$ cat config.mk
export PLATFORM = sky130hd
export DESIGN_NAME = control_sequencer
export DESIGN_NICKNAME = d
export VERILOG_FILES = /design/src/rtl/control_sequencer_pkg.sv /design/src/rtl/control_sequencer_ir_decoder.sv /design/src/rtl/control_sequencer.sv
export SDC_FILE = /design/constraint.sdc
export NUM_CORES = 1
export LEC_CHECK = 0
export ABC_AREA = 1
export BUFFER_PORTS_ARGS = -buffer_cell sky130_fd_sc_hd__buf_2
export CORE_MARGIN = 2
export CORE_UTILIZATION = 41
export CTS_BUF_LIST = sky130_fd_sc_hd__clkbuf_8
export DETAILED_ROUTE_END_ITERATION = 8
export PLACE_DENSITY = 0.94
export SLEW_MARGIN = 20
export SYNTH_ARGS = -nofsm -noshare
export SYNTH_HDL_FRONTEND = slang
export SYNTH_SLANG_ARGS = --single-unit
$ cat constraint.sdc
create_clock -name Clock -period 1.9 [get_ports Clock]
set_clock_uncertainty 0.1 [all_clocks]
set_input_delay 0.19 -clock Clock [delete_from_list [all_inputs] [get_ports Clock]]
set_output_delay 0.19 -clock Clock [all_outputs]
set_load 0.01 [all_outputs]
$ cat src/rtl/control_sequencer_pkg.sv
// Shared definitions for the hardwired control sequencer: IR field layout,
// opcode constants, ALU_select codes, FSM state encoding and decode class.
package control_sequencer_pkg;

  localparam int IR_W      = 32;
  localparam int REG_IDX_W = 4;

  localparam int OPC_MSB = 31;
  localparam int OPC_LSB = 27;
  localparam int RA_MSB  = 26;
  localparam int RA_LSB  = 23;
  localparam int RB_MSB  = 22;
  localparam int RB_LSB  = 19;
  localparam int RC_MSB  = 18;
  localparam int RC_LSB  = 15;

  localparam logic [4:0] OPC_ALU_LO = 5'b00011;
  localparam logic [4:0] OPC_ALU_HI = 5'b01010;
  localparam logic [4:0] OPC_NOP    = 5'b11010;
  localparam logic [4:0] OPC_HALT   = 5'b11011;

  // ALU_select carries the opcode itself during T4; zero means no operation
  localparam logic [4:0] ALU_SEL_NONE = 5'b00000;

  typedef enum logic [3:0] {
    S_IDLE  = 4'd0,
    S_T0    = 4'd1,
    S_T1    = 4'd2,
    S_T2    = 4'd3,
    S_T3    = 4'd4,
    S_T4    = 4'd5,
    S_T5    = 4'd6,
    S_HALT  = 4'd7,
    S_FAULT = 4'd8
  } state_t;

  typedef struct packed {
    logic is_alu;
    logic is_nop;
    logic is_halt;
    logic is_illegal;
  } op_class_t;

endpackage

$ cat src/rtl/control_sequencer_ir_decoder.sv
// ir_decoder: classifies the IR opcode and expands ra/rb/rc into register
// one-hots.
module ir_decoder
  import control_sequencer_pkg::*;
#(
  parameter int NUM_REGS = 16
) (
  input  logic [IR_W-1:0]     IR,
  output op_class_t           cls,
  output logic [4:0]          opc,
  output logic [NUM_REGS-1:0] ra_oh,
  output logic [NUM_REGS-1:0] rb_oh,
  output logic [NUM_REGS-1:0] rc_oh
);

  logic [REG_IDX_W-1:0] ra, rb, rc;
  logic                 unused_ir;

  assign opc = IR[OPC_MSB:OPC_LSB];
  assign ra  = IR[RA_MSB:RA_LSB];
  assign rb  = IR[RB_MSB:RB_LSB];
  assign rc  = IR[RC_MSB:RC_LSB];
  assign unused_ir = ^IR[RC_LSB-1:0];

  assign cls.is_alu     = (opc >= OPC_ALU_LO) && (opc <= OPC_ALU_HI);
  assign cls.is_nop     = (opc == OPC_NOP);
  assign cls.is_halt    = (opc == OPC_HALT);
  assign cls.is_illegal = !(cls.is_alu || cls.is_nop || cls.is_halt);

  for (genvar i = 0; i < NUM_REGS; i++) begin : g_oh
    assign ra_oh[i] = (ra == REG_IDX_W'(i));
    assign rb_oh[i] = (rb == REG_IDX_W'(i));
    assign rc_oh[i] = (rc == REG_IDX_W'(i));
  end

endmodule

$ cat src/rtl/control_sequencer.sv
// control_sequencer: hardwired fetch/decode/execute FSM driving the bus datapath.
// Optional macro CTRL_ILLEGAL_TRAP_EN: trap unknown opcodes to FAULT instead of NOP.
module control_sequencer
  import control_sequencer_pkg::*;
#(
  parameter int NUM_REGS    = 16,
  parameter int OPC_W       = 5,
  parameter int MEM_TIMEOUT = 15
) (
  input  logic                Clock,
  input  logic                clr,
  input  logic                run,
  input  logic                mem_ready,
  input  logic [IR_W-1:0]     IR,
  output logic                PCout,
  output logic                Zlowout,
  output logic                MDRout,
  output logic                PCin,
  output logic                IRin,
  output logic                Yin,
  output logic                Zin,
  output logic                MARin,
  output logic                MDRin,
  output logic                IncPC,
  output logic                Read,
  output logic [NUM_REGS-1:0] Rin,
  output logic [NUM_REGS-1:0] Rout,
  output logic [OPC_W-1:0]    ALU_select,
  output logic                halted,
  output logic                fault
);

  state_t              state, state_n;
  logic [3:0]          wait_cnt, wait_inc;
  op_class_t           cls;
  logic [4:0]          opc;
  logic [NUM_REGS-1:0] ra_oh, rb_oh, rc_oh;
  logic                unused_cls;

  ir_decoder #(.NUM_REGS(NUM_REGS)) u_dec (
    .IR    (IR),
    .cls   (cls),
    .opc   (opc),
    .ra_oh (ra_oh),
    .rb_oh (rb_oh),
    .rc_oh (rc_oh)
  );

  assign unused_cls = cls.is_nop | cls.is_illegal;
  assign wait_inc   = wait_cnt + 4'd1;

  always_ff @(posedge Clock or posedge clr) begin
    if (clr) begin
      state    <= S_IDLE;
      wait_cnt <= '0;
      halted   <= 1'b0;
      fault    <= 1'b0;
    end else begin
      state    <= state_n;
      wait_cnt <= (state == S_T1 && !mem_ready) ? wait_inc : '0;
      if (state_n == S_HALT)  halted <= 1'b1;
      if (state_n == S_FAULT) fault  <= 1'b1;
    end
  end

  always_comb begin
    state_n    = state;
    PCout      = 1'b0;
    Zlowout    = 1'b0;
    MDRout     = 1'b0;
    PCin       = 1'b0;
    IRin       = 1'b0;
    Yin        = 1'b0;
    Zin        = 1'b0;
    MARin      = 1'b0;
    MDRin      = 1'b0;
    IncPC      = 1'b0;
    Read       = 1'b0;
    Rin        = '0;
    Rout       = '0;
    ALU_select = OPC_W'(ALU_SEL_NONE);
    case (state)
      S_IDLE: if (run) state_n = S_T0;
      S_T0: begin
        PCout = 1'b1; MARin = 1'b1; IncPC = 1'b1; Zin = 1'b1;
        state_n = S_T1;
      end
      S_T1: begin
        // strobes held while waiting; reloading PC from unchanged Z is harmless
        Zlowout = 1'b1; PCin = 1'b1; Read = 1'b1; MDRin = 1'b1;
        if (mem_ready)                              state_n = S_T2;
        else if (wait_inc == 4'(MEM_TIMEOUT))       state_n = S_FAULT;
      end
      S_T2: begin
        MDRout = 1'b1; IRin = 1'b1;
        state_n = S_T3;
      end
      S_T3: begin
        // first cycle the new IR is visible: doubles as the decode cycle
        if (cls.is_alu) begin
          Rout    = rb_oh;
          Yin     = 1'b1;
          state_n = S_T4;
        end else if (cls.is_halt) begin
          state_n = S_HALT;
`ifdef CTRL_ILLEGAL_TRAP_EN
        end else if (cls.is_illegal) begin
          state_n = S_FAULT;
`endif
        end else begin
          state_n = run ? S_T0 : S_IDLE;
        end
      end
      S_T4: begin
        Rout = rc_oh; Zin = 1'b1; ALU_select = OPC_W'(opc);
        state_n = S_T5;
      end
      S_T5: begin
        Zlowout = 1'b1; Rin = ra_oh;
        state_n = run ? S_T0 : S_IDLE;
      end
      S_HALT, S_FAULT: state_n = state;
      default: state_n = S_IDLE;
    endcase
  end

endmodule

# Word-level counts from Yosys, hierarchy flattened
# Index checks and enable logic that the tools add are counted.
[classes]
addsub = 1
muxes = 19
n_reduce_logical = 10
n_lt_le_gt_ge = 2
n_eq_ne = 57
[op_table]
columns = ["cell", "count"]
rows = [
  ["4-bit == test (second input constant)", 27],
  ["4-bit by 3-bit == test with 1-bit output (second input constant)", 17],
  ["4-bit by 2-bit == test with 1-bit output (second input constant)", 8],
  ["16-bit 2-to-1 mux", 2],
  ["16-bit one-hot mux with 2 select lines", 1],
  ["4-bit one-hot mux with 8 select lines", 1],
  ["4-bit by 1-bit == test with 1-bit output (second input constant)", 4],
  ["4-bit logical NOT", 4],
  ["4-bit 2-to-1 mux", 4],
  ["1-bit 2-to-1 mux", 8],
  ["3-bit 2-to-1 mux", 2],
  ["2-bit OR reduction", 3],
  ["5-bit == test (second input constant)", 1],
  ["5-bit by 2-bit >= comparator with 1-bit output (second input constant)", 1],
  ["5-bit by 4-bit less-or-equal comparator with 1-bit output (second input constant)", 1],
  ["5-bit 2-to-1 mux", 1],
  ["4-bit by 1-bit adder with 4-bit output (second input constant)", 1],
  ["1-bit logical AND", 2],
  ["1-bit logical NOT", 1],
]
[word_totals]
regBits = 10
wordCells = 93
out_inout_bits = 50

# Logic depth before layout (Yosys ltp)
[logic_depth]
ltp_word = 6
ltp_mapped = 10
mapped_depth_nobuf = 10

# Modules after synthesis
# A second synthesis with hierarchy kept.
[unflattened]
hier_cells = 287
hier_area_um2 = 1537.7
[modules_own_cells]
columns = ["mod", "area_each_um2", "seq_area_each_um2", "instances", "cells_each"]
rows = [
  ["control_sequencer", 1117.3, 250.2, 1, 184],
  ["ir_decoder", 420.4, 0.0, 1, 103],
]

# Least setup slack after synthesis
# Ideal clock, no wire load.
[synth_timing]
path_kind = "reg2out"
start = "register state[3]"
end = "output port Rout[2]"
path_buffers = 1
path_stages_with_launch = 9
slack_ns = 0.423
t_arrival_ns = 1.187
cell_sequence = "dfrtp_1 > nor2_1 > nand2_1 > nor2_2 > nand2_2 > inv_2 > buf_6 > nand3_1 > o21ai_0"
[synth_between]
elab_chain_len = 2
[synth_lines]
columns = ["element", "line_no", "rtl"]
rows = [
  ["start, declared", "control_sequencer.sv:33", "state_t state, state_n;"],
  ["start signal, assigned", "control_sequencer.sv:59", "state <= state_n;"],
  ["4-bit by 3-bit == test with 1-bit output", "control_sequencer.sv:82", "case (state)"],
  ["16-bit one-hot mux with 2 select lines (*)", "control_sequencer.sv:82", ""],
  ["end, declared", "control_sequencer.sv:27", "output logic [NUM_REGS-1:0] Rout,"],
]
# Every way passes the cells marked *; elsewhere a longest branch is shown, timed or not.

# Worst setup path in the final report
[layout_timing]
start = "register state[2]"
end = "output port Rout[1]"
# Same word-level chain as after synthesis.

==> summary.md <==
| Metric | Value |
|---|---|
| Outcome | finished with violations |
| Failing checks | setup timing |
| Number of synthesized flops with an enable pin | 0 |
| R2R setup slack | 0.42 ns |
| Area leader, netlist | dfrtp_1 |
| Port bufs | 70 |
| VDD IR max | 0.0006034 V |
| Number of synthesized register bits | 10 |
| Hpwl dp | 2405 um |
| Layout cells sized above 1 | 0.4066 |
| CP dominant cell by count | nor2_4 |
| Worst Path Max Fanout | 6 |
| Die width | 55.88 um |
| FMAX | 516.2 MHz |
| Row Count | 18 |
| Number of global-route vias before repair | 1154 |
| Post-Synthesis Cell Area | 0.001104 mm2 |
| Nets | 312 |
| Mean Syn Cell Area | 5.630 um2 |
| Syn_nets | 234 |
| Synth area leaders | dfrtp_1, nor2_1, nand2_1 |
| Setup TNS | -0.06021 ns |
| Final instance area | 0.001650 mm2 |
| Critical path destination | Rout[1] |
| Worst r2r dst | fault |
| Fin crit share | 1.020 |
| Drt via density | 4.782 |
| Floorplan core area | 0.002522 mm2 |
| Residual DRC count | 0 |
| Final Worst Setup Slack | -0.03732 ns |
| IO Pins | 86 |
| Leak | 0.9643 nW |
| Final Slew Violations | 0 |
| Gr ovfl total | 0 |
| Inst Count DP | 291 |
| R2R cell count | 6 |
| CP peak stage delay | 0.40 ns |
| Synthesis-to-finish area growth | 49.55% |
| PwrDens | 791.0 mW/mm2 |
| Yosys warning count | 0 |
| Initial core utilization | 0.4375 |
| First-pass GRT wire length | 4816 um |
| Final Setup Violations | 3 |
| Fill count | 241 |
| Final core utilization | 0.6543 |
| Die area | 0.003123 mm2 |
| 1st-iter DRT viols | 59 |
| WL/cell | 10.66 um |
| H-tree depth | 1 |
| Critical path origin | state[2] |
| Global-route usage over all layers | 0.1853 |
| CP cell instances | inv_2 > nor2_4 > nand2_2 > nor2_4 > nand2_4 > inv_4 > nand3_2 > o21ai_1 > buf_2 |
| Slowest library cell on the worst path | dfrtp_1 |
| Max clock buf depth | 2 |
| Max Cap Viol | 0 |
| Initial antenna violation count | 0 |
| Post-synth top area share | 0.2268 |
| CTS Root Buffer Type | clkbuf_8 |
| Critical path capture point type | output port |
| Clock sink count | 10 |
| Slew at the pin closest to its max-slew limit | 0.3878 ns |
| Pwr Total | 1.305 mW |
| FF-to-FF Start | state[3] |
| Min Hold Slack | 0.08597 ns |
| CTS clk-pin slew, worst paths | 0.05 ns |
| Placer Congestion | 0.8828 |
| Async set-or-reset flop fraction in the synthesized netlist | 1.000 |
| Unrepaired setup endpoints after global routing | yes |
| Critical path type | reg -> out |
| Crit path arrival time | 1.65 ns |
| DR pass1 iterations | 4 |
| HP Class | in -> reg |
| Post-Route WL | 3230 um |
| Clock latency at the later pin of the worst-skew pair | 0.24 ns |
| Die Y | 55.88 um |
| Post-synth cell types | 21 |
| Crit path required time | 1.61 ns |
| Worst Hold Depth | 3 |
| CTS buffer count | 3 |
| Pre-CTS setup slack | 0.2287 ns |
| Post-Syn Instances | 196 |
| Headroom to the max-slew limit | 0.7412 |
| Final Hold Violating Endpoints | 0 |
| Dpl cell area | 0.001450 mm2 |
| Final non-filler cell total | 303 |
| CTS tree | done |
| Largest net degree at the start of global routing | 12 |
| Diode count | 0 |
| Startpoint type of the worst setup path | flip-flop |
| DRT antenna net count | 0 |
| Synth Flop Type | dfrtp_1 |
| Vias | 1449 |
| Crit path time final | 1.937 ns |
| Post-synthesis sequential area ratio | 0.2268 |
-- power by group --
part           switching (mW)  internal [mW]
sequential             0.0547          0.255
combinational           0.434          0.289
clock                  0.0893          0.183
-- kinds of logic (layout without fill, tap and decap cells) --
| logic type | Yosys count | in the layout | share of synthesized area |
|---|---|---|---|
| simple gates | 123 | 123 | 0.4955 |
| buf+inv | 42 | 119 | 0.1667 |
| compound gates | 19 | 19 | 0.08843 |
| flops | 10 | 10 | 0.2268 |
| fa+ha+maj | 2 | 2 | 0.02267 |
-- layer usage --
| metal | global-route usage | part of all wire | up-vias |
|---|---|---|---|
| met5 | 0 | 0 | - |
| met4 | 0.05102 | 0.015 | 0 |
| met3 | 0.03953 | 0.078 | 6 |
| met2 | 0.3282 | 0.51 | 65 |
| met1 | 0.2260 | 0.40 | 629 |
| li1 | - | - | 749 |
-- worst min path at each step --
stage                     from       end  slack (ns)
after detailed placement   clr    halted        0.08
after global placement     clr    halted        0.08
after CTS                  run  state[0]        0.08
after floorplan            clr     fault       -0.07
final                      run  state[0]        0.09
after global routing       run  state[0]        0.09
-- synth_stat cells, types with 2 or more instances --
cell,instances
nand2_1,45
inv_2,2
ha_1,2
nor2_1,48
nand3_2,3
nand2_2,3
nor2_4,3
inv_1,34
nand4_1,3
nor2_2,2
o21ai_1,2
buf_4,5
nand3_1,13
o21ai_0,15
dfrtp_1,10
-- state kept, by name, summed over array words and instances, names as in the netlist --
signal    count
halted        1
fault         1
state         4
wait_cnt      4
-- final cells by class --
| type | instances | area, um2 | share of cell area |
|---|---|---|---|
| multi-input cells | 144 | 740.7 | 0.4488 |
| repair buffers | 78 | 416.7 | 0.2525 |
| well taps | 30 | 37.54 | 0.02274 |
| inverters | 36 | 140.1 | 0.08491 |
| clock buffers | 4 | 55.05 | 0.03336 |
| flip-flops and latches | 10 | 252.7 | 0.1531 |
| repair inverters | 1 | 7.507 | 0.004549 |
-- critical path: cells and delay by family (launching register included) --
kind,cells,cell delay [ns]
buffers and inverters,3,0.34
AO/OA/AOI/OAI,1,0.13
flip-flops,1,0.40
AND/OR/NAND/NOR,5,0.53
-- cells in the final DEF, fill, tap and decap left out, types with 2 or more instances in the layout --
cell type	instances
inv_4	2
buf_2	70
ha_1	2
nand4_1	3
o21ai_1	9
nand2_4	2
o21ai_0	5
nand2_2	2
nor2_1	45
inv_1	31
dfrtp_1	8
o21ai_2	3
nor2_4	7
nand3_2	7
inv_2	3
nand3_1	9
clkbuf_8	4
nand2_1	44
buf_4	6
dfrtp_2	2
-- what timing repair did --
action,in CTS,in global routing
buffers inserted,0,6
cloned,0,1
resized for setup,1,34
endpoints found under the setup margin,10,17
hold endpoints to repair,10,0
pin swaps,0,11
hold buffers,1,0
No activity file was read; power rests on OpenSTA's default activity.
